<file path="src/rtl/lsu.sv">
// Load/store unit for the multicycle RV32I core: single-beat request/ready data-memory access,
// byte-lane steering, write strobes and load extension. Optional LSU_MISALIGN_CHECK_EN rejects misaligned accesses.
module lsu (
  input  logic        clk,
  input  logic        rst,
  input  logic        start,
  input  logic        is_load,
  input  logic        is_store,
  input  logic [2:0]  funct3,
  input  logic [31:0] addr,
  input  logic [31:0] store_data,
  output logic        busy,
  output logic        done,
  output logic        fault,
  output logic [31:0] load_result,
  output logic        mem_req,
  output logic        mem_we,
  output logic [31:0] mem_addr,
  output logic [3:0]  mem_wstrb,
  output logic [31:0] mem_wdata,
  input  logic        mem_ready,
  input  logic [31:0] mem_rdata
);

  // Handshake: mem_req holds address/strobes/data constant until a cycle with mem_ready=1;
  // that cycle completes the transfer and mem_req drops the next cycle.
  typedef enum logic [1:0] {
    IDLE = 2'd0,
    REQ  = 2'd1,
    RESP = 2'd2
  } state_t;

  state_t      state;
  state_t      state_next;

  logic        ld_q;
  logic [2:0]  f3_q;
  logic [31:0] addr_q;
  logic [31:0] sdata_q;
  logic        fault_q;

  logic        req_valid;
  logic        f3_legal;
  logic        misaligned;
  logic        reject;

  logic [7:0]  byte_sel;
  logic [15:0] half_sel;
  logic [31:0] load_ext;
  logic [3:0]  strb;
  logic [31:0] wdata;

  // Acceptance decision on the raw inputs; load wins when both kinds are flagged.
  always_comb begin
    req_valid  = start && (is_load || is_store);
    f3_legal   = 1'b0;
    misaligned = 1'b0;
    case (funct3)
      3'b000, 3'b001, 3'b010: f3_legal = 1'b1;
      3'b100, 3'b101:         f3_legal = is_load;
      default:                f3_legal = 1'b0;
    endcase
`ifdef LSU_MISALIGN_CHECK_EN
    case (funct3[1:0])
      2'b01:   misaligned = addr[0];
      2'b10:   misaligned = (addr[1:0] != 2'b00);
      default: misaligned = 1'b0;
    endcase
`endif
    reject = !f3_legal || misaligned;
  end

  always_comb begin
    state_next = state;
    case (state)
      IDLE:    if (req_valid) state_next = reject ? RESP : REQ;
      REQ:     if (mem_ready) state_next = RESP;
      RESP:    state_next = IDLE;
      default: state_next = IDLE;
    endcase
  end

  always_ff @(posedge clk) begin
    if (rst) begin
      state       <= IDLE;
      ld_q        <= 1'b0;
      f3_q        <= 3'b000;
      addr_q      <= 32'h0;
      sdata_q     <= 32'h0;
      fault_q     <= 1'b0;
      load_result <= 32'h0;
    end else begin
      state <= state_next;
      if (state == IDLE && req_valid) begin
        ld_q    <= is_load;
        f3_q    <= funct3;
        addr_q  <= addr;
        sdata_q <= store_data;
        fault_q <= reject;
      end
      if (state == REQ && mem_ready && ld_q) begin
        load_result <= load_ext;
      end
    end
  end

  // Lane steering works only from the registered copies; halfword/word ignore the low
  // address bits so an unchecked misaligned access lands on its natural lanes.
  always_comb begin
    case (addr_q[1:0])
      2'b00:   byte_sel = mem_rdata[7:0];
      2'b01:   byte_sel = mem_rdata[15:8];
      2'b10:   byte_sel = mem_rdata[23:16];
      default: byte_sel = mem_rdata[31:24];
    endcase
    half_sel = addr_q[1] ? mem_rdata[31:16] : mem_rdata[15:0];

    case (f3_q[1:0])
      2'b00: begin
        load_ext = {{24{byte_sel[7] & ~f3_q[2]}}, byte_sel};
        strb     = 4'b0001 << addr_q[1:0];
        wdata    = {4{sdata_q[7:0]}};
      end
      2'b01: begin
        load_ext = {{16{half_sel[15] & ~f3_q[2]}}, half_sel};
        strb     = 4'b0011 << {addr_q[1], 1'b0};
        wdata    = {2{sdata_q[15:0]}};
      end
      default: begin
        load_ext = mem_rdata;
        strb     = 4'b1111;
        wdata    = sdata_q;
      end
    endcase
  end

  always_comb begin
    busy      = (state != IDLE);
    done      = (state == RESP);
    fault     = (state == RESP) && fault_q;
    mem_req   = (state == REQ);
    mem_we    = mem_req && !ld_q;
    mem_addr  = mem_req ? {addr_q[31:2], 2'b00} : 32'h0;
    mem_wstrb = mem_we ? strb : 4'b0000;
    mem_wdata = mem_we ? wdata : 32'h0;
  end

endmodule

</file>
<file path="config.mk">
export PLATFORM = sky130hd
export DESIGN_NAME = lsu
export DESIGN_NICKNAME = d
export VERILOG_FILES = /design/src/rtl/lsu.sv
export SDC_FILE = /design/constraint.sdc
export NUM_CORES = 1
export LEC_CHECK = 0
export CORE_AREA = 2 2 96 121
export DETAILED_ROUTE_END_ITERATION = 16
export DIE_AREA = 0 0 98 123
export GPL_ROUTABILITY_DRIVEN = 0
export PLACE_DENSITY = 0.84
export SLEW_MARGIN = 30
export SYNTH_ARGS = -nofsm -noshare
export SYNTH_HDL_FRONTEND = slang
export SYNTH_SLANG_ARGS = --single-unit
</file>
<file path="constraint.sdc">
create_clock -name clk -period 2.97 [get_ports clk]
set_clock_uncertainty 0.2 [all_clocks]
set_input_delay 0.297 -clock clk [delete_from_list [all_inputs] [get_ports clk]]
set_output_delay 0.297 -clock clk [all_outputs]
set_load 0.02 [all_outputs]
</file>
# Word level (Yosys, flattened, before mapping)
# Cells that the tools add are included.
# totals
register_bits	103
word_cells	53
output_inout_bits	105
in_bits	105
# op_classes
n_mux	13
n_shift	2
n_eq_ne	11
n_reduce_logical	17
bitwise_logic	3
# op_table
operator	n
$pmux W32 S2	2
$mux W32	2
$pmux W8 S3	1
$mux W16	1
$pmux W4 S2	1
$eq A2 B1 Y1 const B	3
$eq A3 B3 Y1 const B	2
$logic_and A1 B1 Y1	6
$logic_not A2 Y1	3
$mux W2	3
$eq A2 B2 Y1 const B	2
$mux W4	1
$pmux W2 S2	1
$shl A1 B2 Y4 const A	1
$shl A2 B2 Y4 const A	1
$eq A3 B1 Y1 const B	1
$eq A3 B2 Y1 const B	1
$logic_not A3 Y1	1
$reduce_or A3 Y1	1
$and A1 B1 Y1	2
$logic_not A1 Y1	2
$ne A2 B1 Y1 const B	1
$ne A2 B2 Y1 const B	1
$pmux W1 S2	1
other kinds (5)	5

# Longest topological paths before layout
# Gate-level depths: netlist of the first run.
# depth
ltp_word	6
depth_mapped	7
ltp_nobuf	5

# Least setup slack after synthesis of the first run
# Ideal clock, no wire load.
# synth_timing
path_kind	reg-to-output
startpoint	register state[0]
endpoint	output port mem_wdata[14]
path_stages_with_launch	6
n_path_buf	2
required_time_ns	2.473
slack_ns	0.965
t_arrival_ns	1.508
path_cell_list	dfxtp_1 > nor2b_1 > nand2b_1 > clkbuf_1 > buf_1 > a21oi_1
# synth_via
elab_chain_cells	3
# synth_lines
element	line	source
from (decl)	33	state_t state;
from (signal assigned)	93	state <= state_next;
$eq A2 B1 Y1	141	mem_req = (state == REQ);
$logic_and A1 B1 Y1	142	mem_we = mem_req && !ld_q;
$mux W32	145	mem_wdata = mem_we ? wdata : 32'h0;
to (decl)	20	output logic [31:0] mem_wdata,
# No other way between the ends.

# Final worst setup path of the first run
# layout_timing
startpoint	register state[0]
endpoint	output port mem_wdata[7]
# The elaborated chain is that of the path after synthesis.

==> flow_metrics.tcl, run 1 <==
set metrics [dict create \
    grt_pass1_wl_um 24550 \
    worst_slew_pin_slew_ns 0.6671 \
    die_area_um2 12050 \
    area_growth_pct 50.98 \
    dr.pass1.iters 5 \
    cts_max_level 3 \
    ir_worst_vdd_mv 0.3479 \
    reg2reg_depth 5 \
    clk_latency_ns 0.34 \
    vias 5078 \
    hold_violations 0 \
    end_kind "output port" \
    vias_per_cell 5.290 \
    hpwl_um 11470 \
    core_um2 10920 \
    synthXorXnorAreaFrac_pct 0 \
    synth-edff-count 0 \
    cts_buffer_depth 2 \
    crit_type "flip-flop to output port" \
    die_h_um 123 \
    post_cts_buffers 0 \
    start_kind "flip-flop" \
    r2r_start "state[0]$_SDFFE_PP0P_" \
    synth_ff_type "dfxtp_1" \
    start_util_pct 44.94 \
    fin_nets 925 \
    antenna_found_initial 0 \
    synth_cell_types 45 \
    syn_area_um2 4908 \
    synth_mux_area_share_pct 5.277 \
    cts_buffers 9 \
    grt_max_degree 62 \
    synth_cells 641 \
    status "complete, no violations" \
    synthAdderAreaFrac_pct 0 \
    cts_resized 0 \
    leakage_nw 2.654 \
    crit_arrival_ns 2.26 \
    num-fill-cells 893 \
    synth.avg_cell_area_um2 7.658 \
    synth-simple-area-share_pct 25.47 \
    io_buffers 207 \
    clock-sinks 103 \
    regToRegEndpoint "load_result[31]$_SDFFE_PP0P_" \
    cts.root.buffer_cell "clkbuf_16" \
    ios 210 \
    synthArstFlopShare_pct 0 \
    pwr_density_cell_nw_per_um2 464.4 \
    slew_violations 0 \
    cts.clk_slew.worst_paths_ns 0.07 \
    die_w_um 98 \
    synth_compound_area_share_pct 21.85 \
    cts_hold_buf 0 \
    grt_pass1_vias 4983 \
    period_minus_slack_ns 2.759 \
    critPathTopFamily "buffers and inverters" \
    hold_depth 2 \
    crit_path_top_delay_cell "clkdlybuf4s50_1" \
    antenna_cells 0 \
    setup-violations-final 0 \
    path_depth 6 \
    max_stage_delay_ns 0.60 \
    relSlewSlack_pct 55.53 \
    cts_tree "done" \
    groute.usage.overall_pct 25.29 \
    placed_cell_area_um2 7049 \
    wl_um 15700 \
    synth_seq_cells 103 \
    grt_overflow 0 \
    seq_area_frac_synth_pct 42.01 \
    crit_required_ns 2.47 \
    min_period_over_period_pct 92.89 \
    drive_gt1_share_pct 7.879 \
    max_cap_viol_count 0 \
    synth_top_family_by_area "simple AND/OR/NAND/NOR gates" \
    num_rows 43 \
    min_to "addr_q[29]$_SDFFE_PP0P_" \
    drtAntennaViolNets 0 \
    worstHoldStart "addr_q[29]$_SDFFE_PP0P_" \
    drc 0 \
    cp_max_fo 25 \
    rsz0062_at_grt "no" \
    r2r_slack_ns 0.67 \
    drtIter0Drc 274 \
    critPathBufInv 3 \
    min_path_type "flip-flop to flip-flop" \
    path_cells "nor2b_1 -> nand2b_1 -> buf_4 -> inv_2 -> and2_1 -> clkdlybuf4s50_1" \
    fin_setup_tns_ns 0 \
    fin_hold_ws_ns 0.2537 \
    finalInstanceArea_um2 7411 \
    avgRoutedWirePerCell_um 16.36 \
    fmax_mhz 362.5 \
    synth_warnings 0 \
]
stage by stage:
step	power, W	util, %	std cells	worst slack, ns
after floorplan	0.001815	-	642	0.9646
after global placement	0.002071	64.54	944	0.5281
after detailed placement	0.002089	64.54	944	0.4819
after CTS	0.003467	67.80	960	0.1226
after global routing	0.003576	67.85	960	0.02683
final	0.003442	67.85	960	0.2111
logic make-up after synthesis:
family,count (synthesis)
other,1
and+or+nand+nor,291
AOI/OAI and AO/OA,161
DFF,103
buffers and inverters,60
muxes,25
Yosys cell counts, types with 2 or more instances:
| master | count | area [um^2] |
|---|---|---|
| a211oi_1 | 20 | 150.1 |
| a211oi_2 | 10 | 125.1 |
| a21o_1 | 8 | 60.06 |
| a21oi_1 | 87 | 435.4 |
| a22o_1 | 7 | 61.31 |
| a22oi_1 | 8 | 60.06 |
| a32oi_1 | 7 | 61.31 |
| and2_1 | 39 | 244.0 |
| buf_1 | 6 | 22.52 |
| buf_2 | 10 | 50.05 |
| buf_4 | 2 | 15.01 |
| buf_6 | 2 | 22.52 |
| clkbuf_1 | 34 | 127.6 |
| dfxtp_1 | 103 | 2062 |
| inv_1 | 3 | 11.26 |
| mux2_2 | 7 | 78.83 |
| mux2i_1 | 18 | 180.2 |
| nand2_1 | 169 | 634.4 |
| nand2b_1 | 3 | 18.77 |
| nor2_1 | 64 | 240.2 |
| nor2b_1 | 4 | 25.02 |
| nor3_1 | 2 | 10.01 |
| o21ai_0 | 5 | 25.02 |
| or2_2 | 2 | 12.51 |
where the power goes:
| group | internal (W) | leakage, nW | switching, W |
|---|---|---|---|
| Sequential | 0.00145 | 0.841 | 0.0000542 |
| Combinational | 0.000276 | 1.64 | 0.000284 |
| Clock | 0.000853 | 0.173 | 0.000528 |
registers in the layout (all words and copies together), names as in the netlist:
name / flops
addr_q: 32
load_result: 32
sdata_q: 32
f3_q: 3
state: 2
fault_q: 1
ld_q: 1
worst reg2reg max path: cells and delay by family, from the launching register on:
kind            cells  cell delay (ns)
simple gates        2             0.48
buf+inv             1             0.30
flops               1             0.39
compound gates      2             0.78
layout make-up:
| class | count | area (um^2) | area share (%) |
|---|---|---|---|
| Multi-Input combinational cell | 479 | 2596 | 35.03 |
| Inverter | 5 | 18.77 | 0.2532 |
| Clock inverter | 6 | 116.4 | 1.570 |
| Timing Repair Buffer | 222 | 2207 | 29.78 |
| Tap cell | 135 | 168.9 | 2.279 |
| Clock buffer | 10 | 239.0 | 3.225 |
| Sequential cell | 103 | 2064 | 27.86 |
placed cells by master, fill, tap and decap left out, types with 2 or more instances in the layout:
master	Yosys	routed
clkdlybuf4s50_1	0	204
nand2_1	169	169
dfxtp_1	103	101
a21oi_1	87	87
nor2_1	64	64
and2_1	39	39
a211oi_1	20	20
mux2i_1	18	18
buf_4	2	15
a211oi_2	10	10
clkbuf_16	0	9
a22oi_1	8	8
a21o_1	8	8
a22o_1	7	7
mux2_2	7	7
a32oi_1	7	7
o21ai_0	5	5
or2_2	2	3
nor2b_1	4	3
nand2b_1	3	3
inv_1	3	3
bufinv_16	0	3
nor3_1	2	2
conb_1	1	2
clkinv_4	0	2
dfxtp_2	0	2
buf_12	0	2
layer usage:
layer	GRT usage, %	wire length [um]	share of wire (%)
met5	0	0	0
met4	12.67	519	3.3
met3	5.031	1029	6.6
met2	44.22	8148	52
met1	29.57	6004	38
worst max-delay path by stage:
stage | slack [ns] | start | endpoint
after floorplan | 0.96 | state[0]$_SDFFE_PP0P_ | mem_wdata[14]
after global placement | 0.53 | f3_q[1]$_SDFFE_PP0P_ | mem_wstrb[1]
after detailed placement | 0.48 | f3_q[1]$_SDFFE_PP0P_ | mem_wstrb[1]
after CTS | 0.12 | f3_q[1]$_SDFFE_PP0P_ | mem_wstrb[1]
after global routing | 0.03 | state[0]$_SDFFE_PP0P_ | mem_wdata[7]
final | 0.21 | state[0]$_SDFFE_PP0P_ | mem_wdata[7]
(Power assumes the default switching activity.)
==> inputs of run 2 (changes only) <==
- GPL_TIMING_DRIVEN: not set -> 0
==> run 2 against run 1 <==
Count of clock-buffer cells in the layout grew 2. Combinational power up 4.8%. Total power fell by 6.7%. Clock power decreased by 18%. Utilization is 0.31 points higher. Sequential cell count unchanged. Final cell count grew 3.9%. Global-route usage is 0.65 points higher. Worst hold slack worse by 0.0020 ns. Die area unchanged. Non-clock buffer count increased by 37. Register-to-register slack improved by 0.22 ns. Largest cell class unchanged.
==> flow_metrics.tcl, run 2 (synthesized netlist as in run 1, its figures left out) <==
set metrics [dict create \
    final_cell_mix "clkdlybuf4s50_1, nand2_1, dfxtp_1" \
    start_util_pct 44.94 \
    min_path_type "flip-flop to flip-flop" \
    area_growth_pct 51.67 \
    cts_max_level 3 \
    die_w_um 98 \
    swShare_pct 27.15 \
    antenna_found_initial 0 \
    num-fill-cells 909 \
    numPlacedInstances 983 \
    grt_overflow 0 \
    slew_violations 0 \
    instances_no_fill 997 \
    die_h_um 123 \
    io_buffers 206 \
    wl_um 16590 \
    seqPwrFrac_pct 46.4 \
    start_kind "flip-flop" \
    hold_depth 2 \
    cts_buffers 9 \
    drc 0 \
    pwr-share-comb_pct 18.3 \
    groute.usage.overall_pct 25.94 \
    r2r_slack_ns 0.89 \
    largestRegisters "addr_q x32, load_result x32, sdata_q x32" \
    dr.pass1.iters 5 \
    end_kind "output port" \
    setup-violations-final 0 \
    avgRoutedWirePerCell_um 16.64 \
    cts.root.buffer_cell "clkbuf_16" \
    fmax_mhz 347.3 \
    cts_hold_buf 0 \
    cts_buffer_depth 2 \
    leakage_nw 2.673 \
    core_um2 10920 \
    clk_latency_ns 0.34 \
    worst_slew_pin_slew_ns 0.7743 \
    num_rows 43 \
    finalInstanceArea_um2 7445 \
    grt_pass1_wl_um 25240 \
    seq_area_um2 2062 \
    crit_type "flip-flop to output port" \
    regToRegEndpoint "addr_q[13]$_SDFFE_PP0P_" \
    min_to "addr_q[14]$_SDFFE_PP0P_" \
    cts.clk_slew.worst_paths_ns 0.07 \
    crit_arrival_ns 2.38 \
    hpwl_um 12600 \
    vias 5386 \
    ios 210 \
    rsz0062_at_grt "no" \
    worstHoldStart "addr_q[14]$_SDFFE_PP0P_" \
    multiInputGateArea_um2 2601 \
    final_common_cell "clkdlybuf4s50_1" \
    reg2reg_depth 6 \
    drtAntennaViolNets 0 \
    pwr_density_cell_nw_per_um2 431.5 \
    utilization_pct 68.16 \
    cts_tree "done" \
    drive_gt1_share_pct 7.657 \
    ir_worst_vdd_mv 0.3667 \
    antenna_cells 0 \
    max_cap_viol_count 0 \
    fin_setup_tns_ns 0 \
    period_minus_slack_ns 2.880 \
    pwr-share-clk_pct 35.3 \
    grt_max_degree 17 \
    hold_violations 0 \
    p_switching_w 0.0008722 \
    status "complete, no violations" \
    grt_pass1_vias 5266 \
    vias_per_cell 5.402 \
    die_area_um2 12050 \
    cp_max_fo 10 \
    fin_nets 962 \
    p_int_w 0.002340 \
    crit_required_ns 2.47 \
    drtIter0Drc 269 \
    r2r_start "state[0]$_SDFFE_PP0P_" \
    relSlewSlack_pct 48.27 \
    clock-sinks 103 \
    min_period_over_period_pct 96.96 \
    placed_cell_area_um2 7143 \
]
run 2: power by group through the flow:
stage	clock (W)	sequential, W	combinational [W]
2_1_floorplan	0	0.00151	0.000306
3_3_place_gp	0	0.00152	0.000561
3_5_place_dp	0	0.00152	0.000575
4_1_cts	0.00114	0.00149	0.000581
5_1_grt	0.00119	0.00150	0.000636
6_report	0.00113	0.00149	0.000587
run 2: worst max-delay path by stage:
stage                                to             startpoint  slack (ns)  depth (start not counted)
final                     mem_wdata[28]   f3_q[1]$_SDFFE_PP0P_        0.09                          6
after global routing      mem_wdata[28]   f3_q[1]$_SDFFE_PP0P_        0.02                          6
after CTS                 mem_wdata[28]   f3_q[1]$_SDFFE_PP0P_       0.001                          6
after detailed placement  mem_wdata[15]  state[0]$_SDFFE_PP0P_        0.07                          6
after global placement    mem_wdata[15]  state[0]$_SDFFE_PP0P_        0.09                          6
after floorplan           mem_wdata[14]  state[0]$_SDFFE_PP0P_        0.96                          5
run 2: layout make-up:
type | instances | share of cell area, %
buffer | 53 | 3.244
clock buffer | 12 | 3.445
sequential | 103 | 27.70
timing repair buffer | 206 | 27.76
clock inverter | 4 | 0.3866
tap | 135 | 2.269
multi-input combinational | 479 | 34.94
inverter | 5 | 0.2521
run 2: metal layers:
| metal | vias up | global-route usage [%] | routed length (um) |
|---|---|---|---|
| met5 | - | 0 | 0 |
| met4 | 0 | 13.02 | 619 |
| met3 | 44 | 5.879 | 1275 |
| met2 | 276 | 45.38 | 8328 |
| met1 | 2500 | 29.85 | 6369 |
| li1 | 2566 | - | - |
run 2: worst max-delay path: stages (launching register included):
cell	delay, ns
dfxtp_1	0.37
buf_2	0.23
clkbuf_2	0.26
buf_2	0.28
a21oi_1	0.10
nor2_1	0.16
clkdlybuf4s50_1	0.63
run 2: stage by stage:
stage / worst slack (ns) / power, W / hold slack (ns)
after floorplan: 0.9646 / 0.001815 / 0.2074
after global placement: 0.08516 / 0.002078 / 0.2385
after detailed placement: 0.06539 / 0.002096 / 0.2435
after CTS: 0.001072 / 0.003213 / 0.2532
after global routing: 0.01629 / 0.003328 / 0.2715
final: 0.09035 / 0.003212 / 0.2517
run 2: timing repair:
action                     in CTS  in global routing
gates resized for setup         5                  6
setup endpoints to repair      29                 23
setup buffers                   0                  0
==> inputs of run 3 (changes only) <==
- CORE_AREA: 2 2 96 121 -> 2 2 95 120
- CTS_BUF_LIST: not set -> sky130_fd_sc_hd__clkbuf_8
- DIE_AREA: 0 0 98 123 -> 0 0 97 122
- PLACE_DENSITY: 0.84 -> 0.86
==> run 3 against run 2 <==
Critical path depth fell by 1. Via count fell by 3.4%. Setup slack improved by 0.048 ns. Wire length fell by 4.3%. Combinational power fell by 1%. Clock power fell by 20%. First-iteration DRC count rose by 8.9%. Largest cell class unchanged. Design area fell by 1.2%. Register-to-register slack barely moved.
==> flow_metrics.tcl, run 3 (synthesized netlist as in run 1, its figures left out) <==
set metrics [dict create \
    grt_overflow 0 \
    crit_type "flip-flop to output port" \
    slew_violations 0 \
    groute.usage.overall_pct 25.75 \
    area_growth_pct 49.81 \
    fin_total_pwr_w 0.002971 \
    final_cell_mix "clkdlybuf4s50_1, nand2_1, dfxtp_1" \
    cts_tree "done" \
    fin_setup_tns_ns 0 \
    multiInputGateArea_um2 2601 \
    setup-violations-final 0 \
    numPlacedInstances 983 \
    instances_no_fill 996 \
    start_util_pct 45.39 \
    num-fill-cells 969 \
    seq_area_um2 2062 \
    crit_arrival_ns 2.33 \
    io_buffers 206 \
    max_cap_viol_count 0 \
    ios 210 \
    cts_buffer_depth 2 \
    use_met2_pct 43.32 \
    antenna_found_initial 0 \
    grt_pass1_vias 4943 \
    cts.root.buffer_cell "clkbuf_8" \
    vias_per_cell 5.222 \
    grt_max_degree 18 \
    placed_cell_area_um2 7143 \
    end_kind "output port" \
    hpwl_um 11900 \
    rsz0062_at_grt "no" \
    min_path_type "input port to flip-flop" \
    die_area_um2 11830 \
    worstHoldStart "store_data[17]" \
    fin_nets 961 \
    final_common_cell "clkdlybuf4s50_1" \
    fmax_mhz 353.1 \
    pwr_density_cell_nw_per_um2 404.0 \
    min_to "sdata_q[17]$_SDFFE_PP0P_" \
    min_period_over_period_pct 95.35 \
    clk_latency_ns 0.38 \
    cts_hold_buf 0 \
    period_minus_slack_ns 2.832 \
    cp_max_fo 10 \
    drive_gt1_share_pct 7.782 \
    antenna_cells 0 \
    ir_worst_vdd_mv 0.2541 \
    hold_violations 0 \
    wl_um 15880 \
    hold_depth 3 \
    grt_util_met1_pct 30.98 \
    cts.clk_slew.worst_paths_ns 0.10 \
    vias 5201 \
    cts_buffers 9 \
    leakage_nw 2.639 \
    finalInstanceArea_um2 7353 \
    clock-sinks 103 \
    crit_required_ns 2.47 \
    status "complete, no violations" \
    drtIter0Drc 293 \
    grt_pass1_wl_um 24410 \
    fin_hold_ws_ns 0.2532 \
    die_h_um 122 \
    r2r_start "f3_q[1]$_SDFFE_PP0P_" \
    dr.pass1.iters 5 \
    largestRegisters "addr_q x32, load_result x32, sdata_q x32" \
    core_um2 10810 \
    avgRoutedWirePerCell_um 15.95 \
    reg2reg_depth 5 \
    cts_max_level 3 \
    drc 0 \
    r2r_slack_ns 0.90 \
    drtAntennaViolNets 0 \
    start_kind "flip-flop" \
    die_w_um 97 \
    num_rows 43 \
    busiest_layer "met2" \
    worst_slew_pin_slew_ns 0.7775 \
    regToRegEndpoint "load_result[0]$_SDFFE_PP0P_" \
    globalRouteMet3Util_pct 5.737 \
    relSlewSlack_pct 48.05 \
]
run 3: worst max path at each step:
stage | end | slack, ns | from
final | mem_wstrb[2] | 0.14 | state[0]$_SDFFE_PP0P_
after floorplan | mem_wdata[14] | 0.96 | state[0]$_SDFFE_PP0P_
after global routing | mem_wdata[29] | 0.03 | f3_q[1]$_SDFFE_PP0P_
after global placement | mem_wdata[15] | 0.07 | state[0]$_SDFFE_PP0P_
after detailed placement | mem_wdata[15] | 0.07 | state[0]$_SDFFE_PP0P_
after CTS | mem_wdata[14] | 0.006 | state[0]$_SDFFE_PP0P_
run 3: final cells by class:
class | instances | area share (%)
buffer | 52 | 3.267
clock buffer | 9 | 1.685
clock inverter | 7 | 0.9869
inverter | 5 | 0.2552
multi-input combinational | 479 | 35.38
sequential | 103 | 28.04
tap | 135 | 2.297
timing repair buffer | 206 | 28.09
run 3: per-layer routing:
layer / up-vias / wire length [um] / share of wire (%)
met5: - / 0 / 0
met4: 0 / 666 / 4.2
met3: 46 / 1062 / 6.7
met2: 209 / 7555 / 48
met1: 2374 / 6599 / 42
li1: 2572 / - / -
run 3: stage by stage:
step | utilization, % | worst slack, ns
after global routing | 68.00 | 0.02873
after floorplan | - | 0.9646
after detailed placement | 66.05 | 0.07144
final | 68.00 | 0.1381
after global placement | 66.05 | 0.07084
after CTS | 67.99 | 0.006437
run 3: power by group:
group          internal, W  switching [W]  total (W)
logic             0.000277       0.000303   0.000579
clock network     0.000391       0.000511   0.000902
registers          0.00145      0.0000437    0.00149
total              0.00211       0.000857    0.00297
run 3: worst max-delay path, cell delays in order, from the launching register on:
cell and delay, ns:
dfxtp_1 0.42, nor2b_4 0.27, nand2b_2 0.21, clkbuf_4 0.27, nor2_1 0.12, clkdlybuf4s50_1 0.66
run 3: what timing repair did:
item                       in CTS  in global routing
gates resized for setup         8                  7
setup buffers                   0                  0
setup endpoints to repair      32                 34
